[config.mk]
export PLATFORM = sky130hd
export DESIGN_NAME = pedestrian_request_handler
export DESIGN_NICKNAME = d
export VERILOG_FILES = /design/src/rtl/traffic_pkg.sv /design/src/rtl/ped_channel.sv /design/src/rtl/pedestrian_request_handler.sv
export SDC_FILE = /design/constraint.sdc
export NUM_CORES = 1
export LEC_CHECK = 0
export CORE_UTILIZATION = 40
export CTS_BUF_LIST = sky130_fd_sc_hd__clkbuf_4
export CTS_CLUSTER_DIAMETER = 150
export DETAILED_ROUTE_END_ITERATION = 6
export PLACE_DENSITY = 0.67
export SLEW_MARGIN = 0
export SYNTH_ARGS = -nofsm -noshare
export SYNTH_HDL_FRONTEND = slang
export SYNTH_SLANG_ARGS = --single-unit
export TNS_END_PERCENT = 5
[constraint.sdc]
create_clock -name clk -period 1.8 [get_ports clk]
set_clock_uncertainty 0.2 [all_clocks]
set_input_delay 0.27 -clock clk [delete_from_list [all_inputs] [get_ports clk]]
set_output_delay 0.27 -clock clk [all_outputs]
set_load 0.05 [all_outputs]
[src/rtl/traffic_pkg.sv]
// traffic_pkg: light encodings and pedestrian channel states shared with traffic_light_controller
package traffic_pkg;
  localparam logic [2:0] RED = 3'b100;
  localparam logic [2:0] YELLOW = 3'b010;
  localparam logic [2:0] GREEN = 3'b001;
  typedef enum logic [1:0] {IDLE, REQ, SERVE, DONE} ped_state_t;
endpackage

[src/rtl/ped_channel.sv]
// ped_channel: synchronise, debounce and latch one crosswalk button until the walk signal serves it
module ped_channel
  import traffic_pkg::*;
#(
  parameter int DEBOUNCE_CYCLES = 4,
  parameter int TIMEOUT_CYCLES = 64,
  parameter int SERVE_MIN = 2
) (
  input  logic clk,
  input  logic rst_n,
  input  logic button_raw,
  input  logic ped_signal,
  output logic ped_button,
  output logic wait_lamp,
  output logic timeout
);
  localparam int DW = $clog2(DEBOUNCE_CYCLES + 1);
  localparam int AW = $clog2(TIMEOUT_CYCLES + 1);
  localparam int SW = $clog2(SERVE_MIN + 1);
  localparam logic [DW-1:0] DEB_MAX = DW'(DEBOUNCE_CYCLES);
  localparam logic [AW-1:0] AGE_MAX = AW'(TIMEOUT_CYCLES);
  localparam logic [SW-1:0] SRV_MAX = SW'(SERVE_MIN);
  logic sync1, sync2, deb, deb_q, press, tmo_nx;
  logic [DW-1:0] deb_cnt;
  logic [AW-1:0] age, age_nx;
  logic [SW-1:0] srv, srv_nx;
  ped_state_t state, state_nx;
  assign press = deb & ~deb_q;
  assign ped_button = (state == REQ) || (state == SERVE);
  assign wait_lamp = state == REQ;
  // the level flips on the edge the run of differing samples reaches DEBOUNCE_CYCLES
  always_ff @(posedge clk or negedge rst_n)
    if (!rst_n) begin
      {sync1, sync2, deb, deb_q, timeout} <= '0;
      deb_cnt <= '0;
      age <= '0;
      srv <= '0;
      state <= IDLE;
    end else begin
      sync1 <= button_raw;
      sync2 <= sync1;
      deb_q <= deb;
      if (sync2 == deb) deb_cnt <= '0;
      else if (deb_cnt == DEB_MAX - 1'b1) begin
        deb <= sync2;
        deb_cnt <= '0;
      end else deb_cnt <= deb_cnt + 1'b1;
      state <= state_nx;
      age <= age_nx;
      srv <= srv_nx;
      timeout <= tmo_nx;
    end
  always_comb begin
    state_nx = state;
    age_nx = age;
    srv_nx = srv;
    tmo_nx = timeout;
    case (state)
      IDLE: if (press) begin
        state_nx = REQ;
        age_nx = '0;
      end
      REQ: begin
        age_nx = (age == AGE_MAX) ? age : age + 1'b1;
        tmo_nx = timeout | (age_nx == AGE_MAX);
        if (ped_signal) begin
          state_nx = SERVE;
          srv_nx = SW'(1);
        end
      end
      // a full SERVE_MIN run completes the request even if the signal has just dropped
      SERVE: if (srv == SRV_MAX) begin
        state_nx = DONE;
        tmo_nx = 1'b0;
      end else if (ped_signal) srv_nx = srv + 1'b1;
      else state_nx = REQ;
      DONE: if (!ped_signal) state_nx = IDLE;
      default: state_nx = IDLE;
    endcase
  end
endmodule

[src/rtl/pedestrian_request_handler.sv]
// pedestrian_request_handler: NS/EW crosswalk request front-end with walk-signal conflict monitor
module pedestrian_request_handler
  import traffic_pkg::*;
#(
  parameter int DEBOUNCE_CYCLES = 4,
  parameter int TIMEOUT_CYCLES = 64,
  parameter int SERVE_MIN = 2
) (
  input  logic       clk,
  input  logic       reset,
  input  logic       NS_button_raw,
  input  logic       EW_button_raw,
  input  logic       NS_pedestrian_Signal,
  input  logic       EW_pedestrian_Signal,
  input  logic [2:0] NS_direction,
  input  logic [2:0] EW_direction,
  output logic       NS_pedestrian_button,
  output logic       EW_pedestrian_button,
  output logic       NS_wait_lamp,
  output logic       EW_wait_lamp,
  output logic       NS_timeout,
  output logic       EW_timeout,
  output logic       conflict_err
);
  ped_channel #(.DEBOUNCE_CYCLES(DEBOUNCE_CYCLES), .TIMEOUT_CYCLES(TIMEOUT_CYCLES), .SERVE_MIN(SERVE_MIN)) u_ns (
    .clk(clk), .rst_n(reset), .button_raw(NS_button_raw), .ped_signal(NS_pedestrian_Signal),
    .ped_button(NS_pedestrian_button), .wait_lamp(NS_wait_lamp), .timeout(NS_timeout)
  );
  ped_channel #(.DEBOUNCE_CYCLES(DEBOUNCE_CYCLES), .TIMEOUT_CYCLES(TIMEOUT_CYCLES), .SERVE_MIN(SERVE_MIN)) u_ew (
    .clk(clk), .rst_n(reset), .button_raw(EW_button_raw), .ped_signal(EW_pedestrian_Signal),
    .ped_button(EW_pedestrian_button), .wait_lamp(EW_wait_lamp), .timeout(EW_timeout)
  );
  always_ff @(posedge clk or negedge reset)
    if (!reset) conflict_err <= 1'b0;
    else if ((NS_pedestrian_Signal && NS_direction != RED) || (EW_pedestrian_Signal && EW_direction != RED))
      conflict_err <= 1'b1;
endmodule

======== Yosys cells after proc, flatten, opt, wreduce, memory -nomap -nowiden ========
Index checks and enable logic that the tools add are counted.
storage, ports and cells
  flip-flop bits (word level) ............. 39
  logic and storage cells ................. 120
operators by class
  $add $sub $neg .......................... 6
  equality and inequality tests ........... 32
  muxes and demuxes ....................... 34
  bitwise operators ....................... 8
  reductions and logical operators ........ 21
operators with widths
  operator                                                count
  2-to-1 mux 2 bit                                        16
  equality test 7 bit (second input constant)             4
  2-to-1 mux 7 bit                                        4
  case mux 7 bit (2 select lines)                         2
  inequality test 2 bit (second input constant)           10
  case mux 2 bit (4 select lines)                         2
  AND reduction 4 bit                                     4
  adder 7 x 1 -> 7 bit (second input constant)            2
  equality test 2 bit (second input constant)             6
  2-to-1 mux 3 bit                                        4
  inequality test 3 bit (second input constant)           4
  AND reduction 2 bit                                     6
  case mux 2 bit (2 select lines)                         2
  nonzero test 2 bit                                      4
  adder 3 x 1 -> 3 bit (second input constant)            2
  equality test 3 x 2 -> 1 bit (second input constant)    2
  adder 2 x 1 -> 2 bit (second input constant)            2
  equality test 2 x 1 -> 1 bit (second input constant)    2
  logical NOT 2 bit                                       2
  inequality test 2 x 1 -> 1 bit (second input constant)  2
  NOT 1 bit                                               4
  case mux 1 bit (2 select lines)                         2
  logical OR 1 bit                                        3
  bitwise AND 1 bit                                       2
  4 further kinds                                         8

======== Longest topological paths before layout ========
Gate-level depths: netlist of the first run.
  depth in word-level cells ............... 5
  depth in mapped cells ................... 8
  depth with buffers taken out ............ 7

======== By module ========
Synthesis of the first run repeated with hierarchy kept, for this count alone.
second synthesis, totals
  cell total of the unflattened synthesis .. 217
  area, all modules ....................... 2262.2 sq um
by module, submodules not included
  module                      times used  cells an instance  area each (sq um)
  ped_channel at u_ew         1           108                1121.1
  ped_channel at u_ns         1           105                1088.5
  pedestrian_request_handler  1           4                  52.6

======== Worst setup path after synthesis of the first run ========
No wires, ideal clock.
  path kind ............................... register to register
  start point ............................. register u_ns.state[1]
  end point ............................... register u_ns.srv[0]
  library setup time ...................... 125 ps
  data arrival time ....................... 1770 ps
  required time ........................... 1475 ps
  path slack .............................. -295 ps
  stages on the path, launching flop included .. 7
  buffers on the path ..................... 0
  clock period less this slack ............ 2095 ps
  path through ............................ dfrtp_1 -> inv_1 -> ha_1 -> nor2b_1 -> o2bb2ai_1 -> nand2_1 -> mux2_2
between the ends
  word-level cells in the longest chain between the ends .. 3
  elaborated cells between the ends (all ways) .. 8
  those cells by class .................... eq/ne: 5; mux: 1; reduce/logical: 2
RTL lines
  item                                                                                 RTL line                          text
  from (decl)                                                                          ped_channel.sv:27                 ped_state_t state, state_nx;
  from (signal assigned)                                                               ped_channel.sv:48                 state <= state_nx;
  equality test 2 x 1 -> 1 bit *                                                       n/a
  named net NS_wait_lamp                                                               pedestrian_request_handler.sv:19  output logic NS_wait_lamp,
  inequality test 2 bit (no source line) / nonzero test 2 bit (equally long branches)  n/a
  AND reduction 4 bit (no source line)                                                 n/a
  to (signal assigned)                                                                 ped_channel.sv:50                 srv <= srv_nx;
  to (decl)                                                                            ped_channel.sv:26                 logic [SW-1:0] srv, srv_nx;
The timed path passes the listed nets; every way through them passes the cells marked *.
A chain may end at the register's enable or synchronous reset.

======== Worst setup path after layout of the first run ========
  start point ............................. register u_ns.age[1]
  end point ............................... register u_ns.timeout
between the ends
  word-level cells in the longest chain between the ends .. 5
  elaborated cells between the ends (all ways) .. 6
  those cells by class .................... add/sub: 1; eq/ne: 2; mux: 2; bitwise: 1
RTL lines
  item                                                                RTL line           text
  from (decl)                                                         ped_channel.sv:25  logic [AW-1:0] age, age_nx;
  from (signal assigned)                                              ped_channel.sv:49  age <= age_nx;
  adder 7 x 1 -> 7 bit / equality test 7 bit (equally long branches)  ped_channel.sv:64  age_nx = (age == AGE_MAX) ? age : age + 1'b1;
  2-to-1 mux 7 bit *                                                  ped_channel.sv:64
  equality test 7 bit *                                               ped_channel.sv:65  tmo_nx = timeout | (age_nx == AGE_MAX);
  OR 1 bit *                                                          ped_channel.sv:65
  case mux 1 bit (2 select lines) *                                   ped_channel.sv:58  case (state)
  to (signal assigned)                                                ped_channel.sv:51  timeout <= tmo_nx;
  to (decl)                                                           ped_channel.sv:15  output logic timeout
Mark *: on every way between the ends. The rest lies on a longest branch, timed or not.

==> flow_summary.ini, run 1 <==
[min_path]
hold_class = register to register

[timing]
slew_headroom_pct = 64.4
fin_ws_ps = -51.3
rsz0062_at_grt = true
worst_pin_slew_ps = 530
setup_viol = 5
fmax_mhz = 540
slew_viol_final = 0
hold_viol_final = 0
fin_crit_sh_pct = 103
period_needed_ps = 1850
hold_slack_ps = 163

[grt]
grt_usage_pct = 16.8
grt_pass1_wl_mm = 7.91
grt.met2_usage_pct = 26.0
met1_usage_pct = 22.8
top_usage_layer = met2
grt_pass1_vias = 1768
grtUsageMet3_pct = 3.95
grt_start_max_net_pins = 18
antenna_found_initial = 0
overflow = 0

[pwr]
leakage_nw = 1.29
pwr-share-clk_pct = 9.9
p_switching_mw = 1.75
p_int_mw = 2.45
p_sw_share_pct = 41.6
power-per-cell-area_mw_per_mm2 = 1460
power_frac_seq_pct = 30.4
p_comb_share_pct = 59.6
ir_drop_v = 0.00116

[synthesis]
syn_inst = 233
syn_area_per_cell_um2 = 9.44
synth_cell_type_count = 41
syn_nets = 263
synth_area_mm2 = 0.00220
synth.ff_latch_count = 39
yosysSeqAreaShare_pct = 44.4
yosysWarnings = 0

[cells_and_area]
layout-drive-gt1-share_pct = 24.9
fin_cells = 355
final_cell_area_mm2 = 0.00287
synthToLayoutAreaGrowth_pct = 30.7
final_cell_mix = dfrtp_1, buf_4, nand2_1
mostFrequentLayoutCell = dfrtp_1
nets = 315
antennaDiodeCount = 0
num-fill-cells = 475

[placed_design]
dp_slack_ps = -11.6
portBuffers = 18
dp.cells = 343
placed_area_mm2 = 0.00272
gp_congestion = 0.820
dp_hpwl_mm = 3.25

[cts]
clockBufferDepth = 2
clk_pin_slew_ps = 120
cts_sinks = 39
clock_latency_ps = 340
cts_tree = done
ctsRootBufferMaster = clkbuf_4
cts_buffers = 5
cts_max_level = 2

[route]
routed_wl_mm = 4.54
vias = 1835
wl_per_cell_um = 12.8
ant_nets = 0
first_iter_violations = 109
via_per_inst = 5.17
first_pass_iters = 4
drc = 0

[worst_setup_path]
slowest_delay_ps = 440
required_ps = 1860
critPathBufInv = 0
cp_top_family = simple AND/OR/NAND/NOR gates
crit_path_end_kind = register
cp-start-kind = register
path_cells = ha_2 > and2_4 > nand4_4 > xor2_1 > or3_1 > o31ai_2
worstPathMaxFanout = 4
crit_type = register to register
cp.arrival_ps = 1910
slowest_stage = dfrtp_1

[flow_run]
timing.max_cap.violations = 0

[die]
die_h_um = 76.1
start_util_pct = 42.2
die_area_mm2 = 0.00580
std_cell_rows = 26
ios = 19
dieWidth_um = 76.1
fp.coreArea_mm2 = 0.00520

[status]
status = finished, violations left
failed_checks = setup timing
## routing by layer
metal | share of wire (%) | routed length [um]
met5 | 0 | 0
met4 | 0.77 | 35
met3 | 4.1 | 186
met2 | 46 | 2070
met1 | 50 | 2250
## synthesized netlist by cell type (all sizes together)
cell | instances | share of area [%]
and4bb | 1 | 0.57
dfrtp | 39 | 44
mux2 | 3 | 1.5
xor2 | 1 | 0.40
clkbuf | 3 | 0.57
nand4 | 4 | 1.8
a31oi | 6 | 1.7
a21o | 3 | 1.0
ha | 18 | 10
xnor2 | 5 | 2.0
a221o | 2 | 0.91
nand2b | 5 | 1.4
mux2i | 1 | 0.46
a22o | 5 | 2.0
nor3 | 9 | 2.0
and3 | 1 | 0.28
o2bb2ai | 1 | 0.40
and2 | 3 | 0.97
a21boi | 1 | 0.34
nand3b | 1 | 0.34
nand3 | 7 | 1.6
nand2 | 26 | 4.4
a21oi | 10 | 2.3
nor4 | 1 | 0.28
o221ai | 2 | 0.80
nor2b | 4 | 1.1
a32o | 1 | 0.46
buf | 2 | 0.46
nor3b | 3 | 1.0
inv | 17 | 2.9
o21a | 2 | 0.68
o21ai | 24 | 5.5
or3 | 2 | 0.57
a211oi | 1 | 0.34
nor2 | 15 | 2.6
o31ai | 4 | 1.6
## state kept, by name, summed over array words and instances, names as in the netlist, 2 cells and up
name	flops
u_ew.state	2
u_ns.srv	2
u_ew.age	7
u_ns.state	2
u_ns.age	7
u_ew.srv	2
u_ew.deb_cnt	3
u_ns.deb_cnt	3
## area by class of cell
type,instances,area (um2),area share [%]
Clock buffer,5,37.5,1.31
Tap cell,70,87.6,3.05
Sequential cell,39,978,34.0
Inverter,17,63.8,2.22
Clock inverter,2,8.76,0.305
Timing Repair Buffer,50,474,16.5
Multi-Input combinational cell,172,1220,42.6
## path summary, 6_finish.rpt
kind	start	end	slack, ps	depth (start not counted)
min in group asynchronous	reset	u_ns.state[0]	200	2
setup reg to reg	u_ns.age[1]	u_ns.timeout	-50	6
max in group asynchronous	reset	u_ns.age[0]	730	3
hold reg to reg	u_ew.sync1	u_ew.sync2	160	0
setup / recovery	u_ns.age[1]	u_ns.timeout	-50	6
hold / removal	u_ew.sync1	u_ew.sync2	160	0
## metrics by stage
step | setup TNS (ps) | utilization, % | power (mW)
global route | -550 | 55.2 | 4.53
detailed placement | -21.9 | 52.2 | 3.63
global placement | -4.90 | 52.2 | 3.58
floorplan | -80.7 | - | 2.66
finish | -90.6 | 55.2 | 4.20
CTS | -125 | 53.8 | 4.12
## power groups by stage
stage	registers, mW	clock network (mW)	logic (mW)
after CTS	1.26	0.439	2.43
after global routing	1.31	0.467	2.75
after floorplan	1.26	0	1.40
final	1.28	0.417	2.50
after detailed placement	1.29	0	2.34
after global placement	1.28	0	2.30
## cells by family (layout without fill, tap and decap cells)
kind of cell | count (synthesis) | after routing | synth area share [%]
buffers and inverters | 22 | 74 | 3.93
AND/OR/NAND/NOR | 82 | 82 | 19.1
XOR/XNOR | 6 | 6 | 2.39
multiplexers | 4 | 4 | 1.99
adder cells (fa/ha/maj) | 18 | 18 | 10.2
flip-flops | 39 | 39 | 44.4
AO/OA/AOI/OAI | 62 | 62 | 18.0
## worst register-to-register path, cell delays in order (launching register included)
cell,delay [ps]
dfrtp_1,440
ha_2,210
and2_4,160
nand4_4,80
xor2_1,150
or3_1,350
o31ai_2,180
## repair_timing
action,4_1_cts,5_1_grt
endpoints found under the setup margin,10,17
pin swaps,1,5
endpoints found under the hold margin,26,0
setup buffers,3,2
hold buffers,1,0
gates resized for setup,3,22
Power figures use the tool's default switching activity.
==> inputs of run 2 (changes only) <==
--- a/config.mk
+++ b/config.mk
@@ -7,9 +7,9 @@
 export LEC_CHECK = 0
 export CORE_UTILIZATION = 40
 export CTS_BUF_LIST = sky130_fd_sc_hd__clkbuf_4
-export CTS_CLUSTER_DIAMETER = 150
+export CTS_CLUSTER_SIZE = 16
 export DETAILED_ROUTE_END_ITERATION = 6
-export PLACE_DENSITY = 0.67
+export PLACE_DENSITY = 0.63
 export SLEW_MARGIN = 0
 export SYNTH_ARGS = -nofsm -noshare
 export SYNTH_HDL_FRONTEND = slang
==> run 2 against run 1 <==
Net effect: the run still ends with setup timing left; non-clock buffer count grew 4; first-iteration DRC count shrank 46%; hold slack lost 12 ps; combinational power grew 2%; via count shrank 1.9%; die area is the same.
==> flow_summary.ini, run 2 (synthesized netlist as in run 1, its figures left out) <==
[status]
status = finished, violations left
failed_checks = setup timing

[pwr]
pwr-share-clk_pct = 11.1
power_frac_seq_pct = 29.7
p_switching_mw = 1.75
p_int_mw = 2.53
leakage_nw = 1.31
p_total_mw = 4.28
power-per-cell-area_mw_per_mm2 = 1490
p_sw_share_pct = 40.9
ir_drop_v = 0.00162
p_comb_share_pct = 59.2

[worst_setup_path]
worstPathMaxFanout = 5
crit_type = register to output pin
required_ps = 1330
cp.arrival_ps = 1360
cp-start-kind = register
crit_path_end_kind = output pin

[timing]
fin_crit_sh_pct = 101
fin_ws_ps = -25.2
fmax_mhz = 548
slew_headroom_pct = 66.3
hold_viol_final = 0
worst_pin_slew_ps = 506
tns_ps = -38.6
rsz0062_at_grt = true
slew_viol_final = 0
setup_viol = 2
period_needed_ps = 1830

[cts]
cts_max_level = 2
cts_buffers = 5
cts_tree = done
cts_sinks = 39
clockBufferDepth = 2
clk_pin_slew_ps = 110
ctsRootBufferMaster = clkbuf_4
clock_latency_ps = 350

[route]
via_per_inst = 5.00
ant_nets = 0
wl_per_cell_um = 12.3
drc = 0
first_pass_iters = 4
vias = 1800
routed_wl_mm = 4.43
first_iter_violations = 59

[placed_design]
gp_congestion = 0.807
portBuffers = 18
placed_area_mm2 = 0.00276
dp_hpwl_mm = 3.26
dp.cells = 350

[grt]
overflow = 0
grt_usage_pct = 17.2
grt_pass1_wl_mm = 7.95
antenna_found_initial = 0
grt_start_max_net_pins = 40
grt_pass1_vias = 1739

[cells_and_area]
fin_cells = 360
num-fill-cells = 494
mostFrequentLayoutCell = dfrtp_1
synthToLayoutAreaGrowth_pct = 30.6
top_regs = u_ew.age: 7 flops, u_ns.age: 7 flops
nets = 319
layout-drive-gt1-share_pct = 23.8
final_cell_area_mm2 = 0.00287
antennaDiodeCount = 0
final_cell_mix = dfrtp_1, buf_4, nand2_1

[flow_run]
timing.max_cap.violations = 0

[die]
die_h_um = 76.1
die_area_mm2 = 0.00580
start_util_pct = 42.2
ios = 19
fp.coreArea_mm2 = 0.00520
std_cell_rows = 26
dieWidth_um = 76.1

[min_path]
hold_class = input pin to register
==> run 2: path summary, 6_finish.rpt <==
check                      slack [ps]             to           from  depth (start not counted)
setup / recovery                  -30   NS_wait_lamp  u_ns.state[0]                          4
hold / removal                    150     u_ew.sync1  EW_button_raw                          1
setup reg to reg                  -10   u_ns.timeout    u_ns.age[1]                          6
hold reg to reg                   150     u_ew.sync2     u_ew.sync1                          0
max in group asynchronous         730  u_ns.state[1]          reset                          3
min in group asynchronous         300    u_ns.age[1]          reset                          3
==> run 2: worst max-delay path, stage by stage, from the launching register on <==
cell and delay (ps):
dfrtp_1 440, buf_6 140, ha_4 170, buf_6 130, buf_12 140
==> run 2: metrics by stage <==
step | setup WS (ps) | utilization (%) | hold slack (ps)
floorplan | -32.7 | - | -226
global placement | 30.2 | 53.0 | 135
detailed placement | -17.3 | 53.0 | 136
CTS | -37.1 | 54.7 | 135
global route | -134 | 55.2 | 154
finish | -25.2 | 55.2 | 152
==> run 2: area by class of cell <==
class	instances	area (um2)	share of cell area, %
timing repair buffer	54	492	17.1
tap	70	87.6	3.05
sequential	39	977	34.0
multi-input combinational	172	1190	41.5
clock inverter	1	5.00	0.174
inverter	17	66.3	2.31
clock buffer	7	52.6	1.83
==> run 2: repair_timing <==
| item | in CTS | in global routing |
|---|---|---|
| gates resized for setup | 4 | 10 |
| pin swaps | 2 | 2 |
| buffers inserted | 2 | 0 |
| hold endpoints to repair | 39 | 0 |
| hold buffers | 1 | 0 |
| endpoints found under the setup margin | 6 | 18 |
==> run 2: power groups by stage <==
| stage | Clock, mW | Combinational [mW] | Sequential (mW) |
|---|---|---|---|
| 5_1_grt | 0.526 | 2.80 | 1.31 |
| 3_5_place_dp | 0 | 2.43 | 1.27 |
| 6_report | 0.476 | 2.54 | 1.27 |
| 3_3_place_gp | 0 | 2.38 | 1.27 |
| 4_1_cts | 0.493 | 2.51 | 1.26 |
| 2_1_floorplan | 0 | 1.40 | 1.26 |
==> run 2: per-layer routing <==
layer  wire, um  GRT usage [%]  vias to the layer above  share of wire, %
li1           -              -                      936                 -
met1       2340           24.1                      836                53
met2       1920           26.0                       21                43
met3        106           3.59                        7               2.4
met4         67           6.35                        0               1.5
met5          0              0                        -                 0
==> inputs of run 3 (changes only) <==
--- a/config.mk
+++ b/config.mk
@@ -7,6 +7,7 @@
 export LEC_CHECK = 0
 export CORE_UTILIZATION = 40
 export CTS_BUF_LIST = sky130_fd_sc_hd__clkbuf_4
+export CTS_CLUSTER_DIAMETER = 200
 export CTS_CLUSTER_SIZE = 16
 export DETAILED_ROUTE_END_ITERATION = 6
 export PLACE_DENSITY = 0.63
==> results of run 3 <==
No change in the layout: final DEF, timing and power equal those of run 2.
